`src/rtl/datamover_ctrl_fsm_pkg.sv`:
```
// rtl/datamover_ctrl_fsm_pkg.sv - types shared by the datamover job sequencer
package datamover_ctrl_fsm_pkg;

  localparam int unsigned LEN_W = 16;

  typedef enum logic [2:0] {
    IDLE     = 3'd0,
    WAIT_RDY = 3'd1,
    STREAM   = 3'd2,
    DRAIN    = 3'd3,
    FINISH   = 3'd4
  } datamover_state_e;

  typedef struct packed {
    logic [31:0]      src_base;
    logic [31:0]      dst_base;
    logic [LEN_W-1:0] len;
    logic [LEN_W-1:0] nb_tiles;
    logic [31:0]      src_stride;
    logic [31:0]      dst_stride;
  } ctrl_fsm_t;

  typedef struct packed {
    logic ready_start;
    logic done;
  } stream_flags_t;

  typedef struct packed {
    stream_flags_t data_in;
    stream_flags_t data_out;
    logic          tcdm_fifo_empty;
  } flags_streamer_t;

  typedef struct packed {
    logic [31:0]      base_addr;
    logic [LEN_W-1:0] tot_len;
    logic [LEN_W-1:0] d0_len;
    logic [31:0]      d0_stride;
  } addressgen_ctrl_t;

  typedef struct packed {
    logic             req_start;
    addressgen_ctrl_t addressgen_ctrl;
  } stream_ctrl_t;

  typedef struct packed {
    stream_ctrl_t data_in;
    stream_ctrl_t data_out;
  } ctrl_streamer_t;

  typedef struct packed {
    datamover_state_e state;
    logic [LEN_W-1:0] tile_cnt;
  } flags_fsm_t;

endpackage

```
`src/rtl/datamover_ctrl_fsm.sv`:
```
// rtl/datamover_ctrl_fsm.sv - tile-by-tile job sequencer driving the datamover streamer
module datamover_ctrl_fsm
  import datamover_ctrl_fsm_pkg::*;
#(
  parameter int unsigned BW = 32
) (
  input  logic            clk_i,
  input  logic            rst_ni,
  input  logic            clear_i,
  input  logic            enable_i,
  input  logic            start_i,
  input  ctrl_fsm_t       cfg_i,
  input  flags_streamer_t flags_streamer_i,
  output ctrl_streamer_t  ctrl_streamer_o,
  output logic            busy_o,
  output logic            done_o,
  output flags_fsm_t      flags_o
);

  localparam logic [31:0] WORD_BYTES = 32'(BW / 8);

  datamover_state_e state_q, state_d;

  logic [LEN_W-1:0] len_q;
  logic [LEN_W-1:0] nb_tiles_q;
  logic [31:0]      src_stride_q;
  logic [31:0]      dst_stride_q;
  logic [31:0]      cur_src_q;
  logic [31:0]      cur_dst_q;
  logic [LEN_W-1:0] tile_cnt_q;
  logic             in_done_q;
  logic             out_done_q;

  logic in_seen;
  logic out_seen;
  logic both_ready;
  logic last_tile;
  logic fifo_empty;
  logic req_start;

  // A done pulse counts in the cycle it arrives, so both may land together.
  assign in_seen    = in_done_q  | flags_streamer_i.data_in.done;
  assign out_seen   = out_done_q | flags_streamer_i.data_out.done;
  assign both_ready = flags_streamer_i.data_in.ready_start & flags_streamer_i.data_out.ready_start;
  assign fifo_empty = flags_streamer_i.tcdm_fifo_empty;
  assign last_tile  = (tile_cnt_q == nb_tiles_q - LEN_W'(1));

  always_ff @(posedge clk_i or negedge rst_ni) begin
    if (!rst_ni) begin
      state_q <= IDLE;
    end else begin
      state_q <= state_d;
    end
  end

  always_comb begin
    state_d   = state_q;
    req_start = 1'b0;
    done_o    = 1'b0;
    case (state_q)
      IDLE: begin
        if (start_i) begin
          if (cfg_i.len == '0 || cfg_i.nb_tiles == '0) state_d = FINISH;
          else                                          state_d = WAIT_RDY;
        end
      end
      WAIT_RDY: begin
        if (both_ready) begin
          req_start = 1'b1;
          state_d   = STREAM;
        end
      end
      STREAM: begin
        if (in_seen && out_seen) state_d = DRAIN;
      end
      DRAIN: begin
        if (fifo_empty) state_d = last_tile ? FINISH : WAIT_RDY;
      end
      FINISH: begin
        done_o  = 1'b1;
        state_d = IDLE;
      end
      default: state_d = IDLE;
    endcase
    // Freeze: a pending request simply reissues once enable returns.
    if (!enable_i) begin
      state_d   = state_q;
      req_start = 1'b0;
      done_o    = 1'b0;
    end
    if (clear_i) begin
      state_d   = IDLE;
      req_start = 1'b0;
      done_o    = 1'b0;
    end
  end

  always_ff @(posedge clk_i or negedge rst_ni) begin
    if (!rst_ni) begin
      len_q        <= '0;
      nb_tiles_q   <= '0;
      src_stride_q <= '0;
      dst_stride_q <= '0;
      cur_src_q    <= '0;
      cur_dst_q    <= '0;
      tile_cnt_q   <= '0;
      in_done_q    <= 1'b0;
      out_done_q   <= 1'b0;
    end else if (clear_i) begin
      tile_cnt_q <= '0;
      in_done_q  <= 1'b0;
      out_done_q <= 1'b0;
    end else begin
      // Done capture keeps running while frozen so no pulse is lost.
      if (state_q == STREAM) begin
        if (enable_i && in_seen && out_seen) begin
          in_done_q  <= 1'b0;
          out_done_q <= 1'b0;
        end else begin
          in_done_q  <= in_seen;
          out_done_q <= out_seen;
        end
      end
      if (enable_i) begin
        if (state_q == IDLE && start_i) begin
          len_q        <= cfg_i.len;
          nb_tiles_q   <= cfg_i.nb_tiles;
          src_stride_q <= cfg_i.src_stride;
          dst_stride_q <= cfg_i.dst_stride;
          cur_src_q    <= cfg_i.src_base;
          cur_dst_q    <= cfg_i.dst_base;
          tile_cnt_q   <= '0;
        end else if (state_q == DRAIN && fifo_empty && !last_tile) begin
          tile_cnt_q <= tile_cnt_q + LEN_W'(1);
          cur_src_q  <= cur_src_q + src_stride_q;
          cur_dst_q  <= cur_dst_q + dst_stride_q;
        end
      end
    end
  end

  always_comb begin
    ctrl_streamer_o = '0;
    ctrl_streamer_o.data_in.req_start                 = req_start;
    ctrl_streamer_o.data_in.addressgen_ctrl.base_addr = cur_src_q;
    ctrl_streamer_o.data_in.addressgen_ctrl.tot_len   = len_q;
    ctrl_streamer_o.data_in.addressgen_ctrl.d0_len    = len_q;
    ctrl_streamer_o.data_in.addressgen_ctrl.d0_stride = (state_q == IDLE) ? '0 : WORD_BYTES;
    ctrl_streamer_o.data_out.req_start                 = req_start;
    ctrl_streamer_o.data_out.addressgen_ctrl.base_addr = cur_dst_q;
    ctrl_streamer_o.data_out.addressgen_ctrl.tot_len   = len_q;
    ctrl_streamer_o.data_out.addressgen_ctrl.d0_len    = len_q;
    ctrl_streamer_o.data_out.addressgen_ctrl.d0_stride = (state_q == IDLE) ? '0 : WORD_BYTES;
  end

  assign busy_o           = (state_q != IDLE);
  assign flags_o.state    = state_q;
  assign flags_o.tile_cnt = tile_cnt_q;

endmodule

```
`config.mk`:
```
export PLATFORM = sky130hd
export DESIGN_NAME = datamover_ctrl_fsm
export DESIGN_NICKNAME = d
export VERILOG_FILES = /design/src/rtl/datamover_ctrl_fsm_pkg.sv /design/src/rtl/datamover_ctrl_fsm.sv
export SDC_FILE = /design/constraint.sdc
export NUM_CORES = 1
export LEC_CHECK = 0
export CAP_MARGIN = 20
export CORE_AREA = 3 3 181 183
export CTS_CLUSTER_SIZE = 12
export DETAILED_ROUTE_END_ITERATION = 6
export DIE_AREA = 0 0 184 186
export GPL_TIMING_DRIVEN = 0
export PLACE_DENSITY = 0.78
export SYNTH_ARGS = -nofsm -noshare
export SYNTH_HDL_FRONTEND = slang
export SYNTH_SLANG_ARGS = --single-unit
```
`constraint.sdc`:
```
create_clock -name clk_i -period 6.9 [get_ports clk_i]
set_input_delay 1.035 -clock clk_i [delete_from_list [all_inputs] [get_ports clk_i]]
set_output_delay 1.035 -clock clk_i [all_outputs]
set_load 0.01 [all_outputs]
```
==> run metrics, run 1 <==
Pleak between 7 and 8 nW; Netlist cell types between 70 and 80; Critical Path Start Type register; count of final hold-check violations 0; Mapped Avg Cell Area around 8.0 sq um; Die ar. roughly 34000 sq um; PD cells between 400 and 500 nW/um^2; post_cts resized 0; top cells by area, synth dfrtp_1 (37%), nand2_1 (12%), buf_4 (7.0%), ha_1 (6.5%), a21oi_1 (3.9%); period utilisation layout 0.551; Seq pwr share 0.251; # hold bufs at CTS 0; fill cell count just under 3000; synth cell count leaders nand2_1 (400), dfrtp_1 (181), buf_4 (116); vias in the first global route 11800; Combinational Power Share 0.600; most frequent cell after synthesis nand2_1; vias per cell between 5 and 6; Placer Congestion between 0.9 and 1; post-synthesis register bit count 181; Final TNS setup 0 ps; Least-Margin Pin Slew ~1100 ps; Post-CTS Setup Bufs 0; Crit Path Class reg2reg; Worst-Skew Late Latency around 450 ps; yosys warns 0; Cell Area, Synth ~12000 sq um; Worst Skew about 16 ps; GR Util All Layers 0.236; port bufs ~320; ys async rst share 1.00; area grow syn2layout 37.1%; sw frac 0.430; num ports just under 400; CTS sink count 181; layout cells sized above 1 0.0888; iteration-0 DRC count of the detailed router approximately 940; clock tree from TritonCTS built; final WL roughly 42000 microns; largest net degree at the start of global routing 94; CP endpoint kind register; grt ovf 0; CTS Buffer Depth 2; Clk pwr share 0.149; CTS buffer count 17; Slew HR 0.279; initial core utilization 0.395; dominant register cell in the synthesized netlist dfrtp_1; core area around 31000 sq um; net switching power a little over 3 mW; first-pass GRT wire length about 64000 microns; f_max 263 MHz; Seq/Total Area, Yosys 0.365; CTS H-Tree Depth 4; outcome finished clean; die extent in y ~190 microns; cell taking the most area after synthesis dfrtp_1; Max-Cap Viols 0; WL/cell between 15 and 20 microns; Worst-path clk slew about 70 ps; Cell Rows between 60 and 70; HPWL Detailed approximately 32000 microns; number of synthesized flops with an enable pin 0; Layout Nets 2193; WP data arrival between 4000 and 5000 ps; Post-route DRC 0; Tot Pwr 7.02 mW; Int Power around 4.0 mW; Crit Path Max Fanout 10; fin. max-slew vios 0; Hold Path Class reg2reg; WP data required 7210 ps; first drt pass iteration count 5; RSZ-0062 raised after global routing false; initial antenna violation count 1; Die X-Extent between 150 and 200 microns; Post-Synthesis Cells about 1600; crit path time final 3800 ps; top cell type's share of synthesized area 0.365; Root Driver clkbuf_16; Peak supply drop approximately 0.23 mV; vias ~12000; Final Setup Violations 0; Final ANT Viol Nets 0
## sequential cells by signal (all words and copies together) (netlist names)
signal        count
cur_dst_q        32
cur_src_q        32
dst_stride_q     32
src_stride_q     32
len_q            16
nb_tiles_q       16
tile_cnt_q       16
state_q           3
in_done_q         1
out_done_q        1
## cells by family after synthesis
kind of cell               after synthesis  synth area share
and+or+nand+nor                        664             0.231
DFF                                    181             0.365
adders and majority gates               66            0.0678
buffers and inverters                  215             0.102
muxes                                    6           0.00484
other                                    1          0.000302
xor gates and xnor gates                64            0.0452
AOI/OAI and AO/OA                      358             0.184
## power groups by stage
| stage | Clock (mW) | Combinational, mW | Sequential, mW |
|---|---|---|---|
| 2_1_floorplan | 0 | 2.71 | 1.77 |
| 3_3_place_gp | 0 | 4.04 | 1.76 |
| 3_5_place_dp | 0 | 4.15 | 1.77 |
| 4_1_cts | 1.07 | 4.18 | 1.76 |
| 5_1_grt | 1.10 | 4.64 | 1.81 |
| 6_report | 1.05 | 4.21 | 1.76 |
## final timing paths
path / start / endpoint / slack (ps) / cells past startpoint
max: nb_tiles_q[3] / cur_src_q[11] / 3100 / 12
min: src_stride_q[3] / src_stride_q[3] / 490 / 2
max reg2reg: nb_tiles_q[3] / cur_src_q[11] / 3100 / 12
min reg2reg: src_stride_q[3] / src_stride_q[3] / 490 / 2
max in group asynchronous: rst_ni / cur_src_q[7] / 5390 / 2
min in group asynchronous: rst_ni / tile_cnt_q[11] / 580 / 1
## layout make-up
class | count | area [sq um] | share of cell area
antenna | 1 | 2.50 | 0.000147
buffer | 183 | 1150 | 0.0675
clock buffer | 19 | 443 | 0.0261
clock inverter | 13 | 171 | 0.0101
inverter | 32 | 120 | 0.00707
multi-input combinational | 1220 | 6830 | 0.402
sequential | 181 | 4530 | 0.267
tap | 402 | 503 | 0.0296
timing repair buffer | 322 | 3250 | 0.191
## stage by stage
stage / utilization / hold slack (ps) / setup WS [ps] / cells / instance area [sq um]
2_1_floorplan: - / 450 / 3680 / 1616 / 12600
3_3_place_gp: 0.521 / 468 / -2870 / 2339 / 16300
3_5_place_dp: 0.522 / 475 / 2690 / 2340 / 16400
4_1_cts: 0.541 / 493 / 3080 / 2372 / 17000
5_1_grt: 0.541 / 514 / 2750 / 2373 / 17000
6_report: 0.541 / 491 / 3100 / 2373 / 17000
## worst max-delay path: stages, from the launching register on
cell	delay (ps)
dfrtp_1	370
buf_6	130
or3_1	380
or3_1	430
or4b_1	560
a221oi_1	260
o211ai_1	200
nor4_4	350
o31ai_2	200
buf_2	270
clkbuf_1	290
nor2_1	170
a21oi_1	60
## cells in the final DEF, fill, tap and decap left out, types with 31 or more instances in the layout
master / n
a21oi_1: 96
a31oi_1: 57
buf_4: 116
clkbuf_1: 56
clkdlybuf4s50_1: 320
conb_1: 62
dfrtp_1: 181
ha_1: 64
inv_1: 31
nand2_1: 400
nor2_1: 115
o21ai_0: 65
xnor2_1: 38
## per-layer routing
metal / up-vias / GRT usage / wire (microns)
met5: - / 0 / 0
met4: 0 / 0.0816 / 1100
met3: 68 / 0.0387 / 2680
met2: 466 / 0.393 / 20100
met1: 5863 / 0.312 / 18200
li1: 5987 / - / -
(Power assumes the default switching activity.)
==> run 2, diff against run 1 <==
- clock period: 6.9 -> 3.5 ns (I/O delays scaled with it)
==> run 2 against run 1 <==
Compared with the run above:
- global-route usage grew 0.36 points
- cell area grew 1.4%
- clock-buffer cell count is the same
- cell count grew 0.51%
- worst setup slack lost 2900 ps
- first-iteration DRC count grew 5.7%
==> run metrics, run 2 (synthesis results as in run 1) <==
outcome finished clean (unchanged); CTS buffer count 17 (unchanged); count of final hold-check violations 0 (unchanged); GR Util All Layers 0.239 (was 0.236); num ports 385 (unchanged); Reg area 4530 sq um (about the same); first-pass GRT wire length 64700 microns (was 63700 microns); Die ar. 34200 sq um (unchanged); CTS H-Tree Depth 4 (unchanged); HPWL Detailed 32500 microns (unchanged); WP data arrival 3710 ps (was 4120 ps); grt ovf 0 (unchanged); placed inst area 16400 sq um (unchanged); final WL 42900 microns (was 42000 microns); Post-Layout Inst Area 17200 sq um (was 17000 sq um); initial core utilization 0.395 (unchanged); Final ANT Viol Nets 0 (unchanged); # hold bufs at CTS 0 (unchanged); dpl ws -315 ps (was 2690 ps); Worst-path clk slew 70 ps (about the same); leading cell types in the layout, fill and taps excluded nand2_1 (399), clkdlybuf4s50_1 (320), dfrtp_1 (180) (was nand2_1 (400), clkdlybuf4s50_1 (320), dfrtp_1 (181)); vias in the first global route 12000 (was 11800); Worst-Skew Late Latency 450 ps (about the same); Inst Count DP 2340 (unchanged); fin. max-slew vios 0 (unchanged); first drt pass iteration count 5 (unchanged); Peak supply drop 0.446 mV (was 0.226 mV); Layout Cells excl Fill 2385 (was 2373); core area 31400 sq um (unchanged); Hold Path Class in2async (was reg2reg); Crit Path Class reg2reg (unchanged); die extent in y 186 microns (unchanged); CTS sink count 181 (unchanged); crit path setup slack, layout 151 ps (was 3100 ps); Final Setup Violations 0 (unchanged); commonest non-fill, non-tap cell in the layout nand2_1 (unchanged); iteration-0 DRC count of the detailed router 995 (was 941); Root Driver clkbuf_16 (unchanged); Crit Path Max Fanout 3 (was 10); initial antenna violation count 1 (unchanged); WL/cell 18.0 microns (was 17.7 microns); Die X-Extent 184 microns (unchanged); CP endpoint kind register (unchanged); vias per cell 5.28 (was 5.22); clock tree from TritonCTS built (unchanged); Post-route DRC 0 (unchanged); crit path from cur_src_q[0] (was nb_tiles_q[3]); CTS Buffer Depth 2 (unchanged); crit path time final 3350 ps (was 3800 ps); Pleak 8.01 nW (was 7.90 nW); largest net degree at the start of global routing 94 (unchanged); multi-input logic area 6940 sq um (was 6830 sq um); vias 12600 (was 12400); reg-to-reg startpoint cur_src_q[0] (was nb_tiles_q[3]); Critical Path Start Type register (unchanged); PD cells 810 nW/um^2 (was 413 nW/um^2); Slew HR 0.0340 (was 0.279); Max-Cap Viols 0 (unchanged); R2R cell count 12 (unchanged); Placer Congestion 0.961 (unchanged); f_max 299 MHz (was 263 MHz); Least-Margin Pin Slew 1410 ps (was 1050 ps); Layout Nets 2205 (was 2193); fill cell count 2865 (was 2894); layout cells sized above 1 0.106 (was 0.0888); period utilisation layout 0.957 (was 0.551); Worst Skew 17.2 ps (was 15.5 ps); port bufs 321 (unchanged); area grow syn2layout 38.9% (was 37.1%); WP data required 3860 ps (was 7210 ps); Cell Rows 65 (unchanged)
## run 2: changes by cell type in the layout (fill, tap and decap cells not counted), moves of 2 or more
cell | previous run | this run
or3_4 | 0 | 3
a31oi_2 | 3 | 0
a21oi_1 | 96 | 94
nor3_1 | 17 | 15
clkbuf_2 | 0 | 6
a221oi_2 | 0 | 2
clkbuf_4 | 0 | 2
buf_4 | 116 | 127
a221oi_1 | 5 | 3
clkbuf_1 | 56 | 48
a31oi_4 | 0 | 3
or3_1 | 6 | 3
## run 2: stage by stage
step / utilization / hold slack, ps / TNS, ps / total power, mW
finish: 0.549 / 57.1 / 0 / 13.9
detailed placement: 0.522 / 475 / -13140 / 11.7
global placement: 0.521 / 468 / -1051410 / 11.4
floorplan: - / 229 / 0 / 8.82
global route: 0.549 / 121 / -3.77 / 15.0
CTS: 0.547 / 102 / 0 / 13.8
## run 2: metal layers
metal  vias to the layer above  GRT usage  part of all wire
met2                       543      0.399              0.48
met4                         0     0.0798             0.024
li1                       6009          -                 -
met3                        75     0.0385             0.065
met5                         -          0                 0
met1                      5975      0.318              0.43
## run 2: area by class of cell
| type | count | share of cell area |
|---|---|---|
| Inverter | 32 | 0.00697 |
| Buffer | 181 | 0.0669 |
| Clock inverter | 13 | 0.00995 |
| Sequential cell | 181 | 0.263 |
| Multi-Input combinational cell | 1220 | 0.403 |
| Clock buffer | 19 | 0.0257 |
| Tap cell | 402 | 0.0292 |
| Antenna cell | 1 | 0.000145 |
| Timing Repair Buffer | 336 | 0.195 |
## run 2: path summary, 6_finish.rpt
kind / end / slack [ps]
worst min-delay path: tile_cnt_q[11] / 60
max in group asynchronous: src_stride_q[4] / 2530
worst min register to register: src_stride_q[23] / 490
worst max register to register: cur_src_q[24] / 150
min in group clk_i: state_q[1] / 490
worst max-delay path: cur_src_q[24] / 150
## run 2: repair_timing
item	4_1_cts	5_1_grt
resized for setup	23	22
setup buffers	8	4
pin swaps	9	6
hold endpoints to repair	0	0
gates cloned	2	0
endpoints found under the setup margin	74	78
## run 2: power by group
group	total, mW	switching (mW)	internal [mW]
Clock	2.07	0.910	1.16
Combinational	8.41	4.41	4.00
Sequential	3.47	0.688	2.78
## run 2: worst max-delay path, cell delays in order, from the launching register on
cell and delay (ps):
dfrtp_1 410, ha_1 280, inv_1 90, fa_1 180, nor2b_1 70, o2111ai_1 340, a21oi_1 150, a2111oi_0 740
o31ai_1 280, a41oi_1 320, xnor2_1 150, nand2_1 70, a31oi_1 180
==> run 3, diff against run 2 <==
- SLEW_MARGIN: not set -> 10
==> results of run 3 <==
Final layout, timing and power as in run 2 (identical DEF).
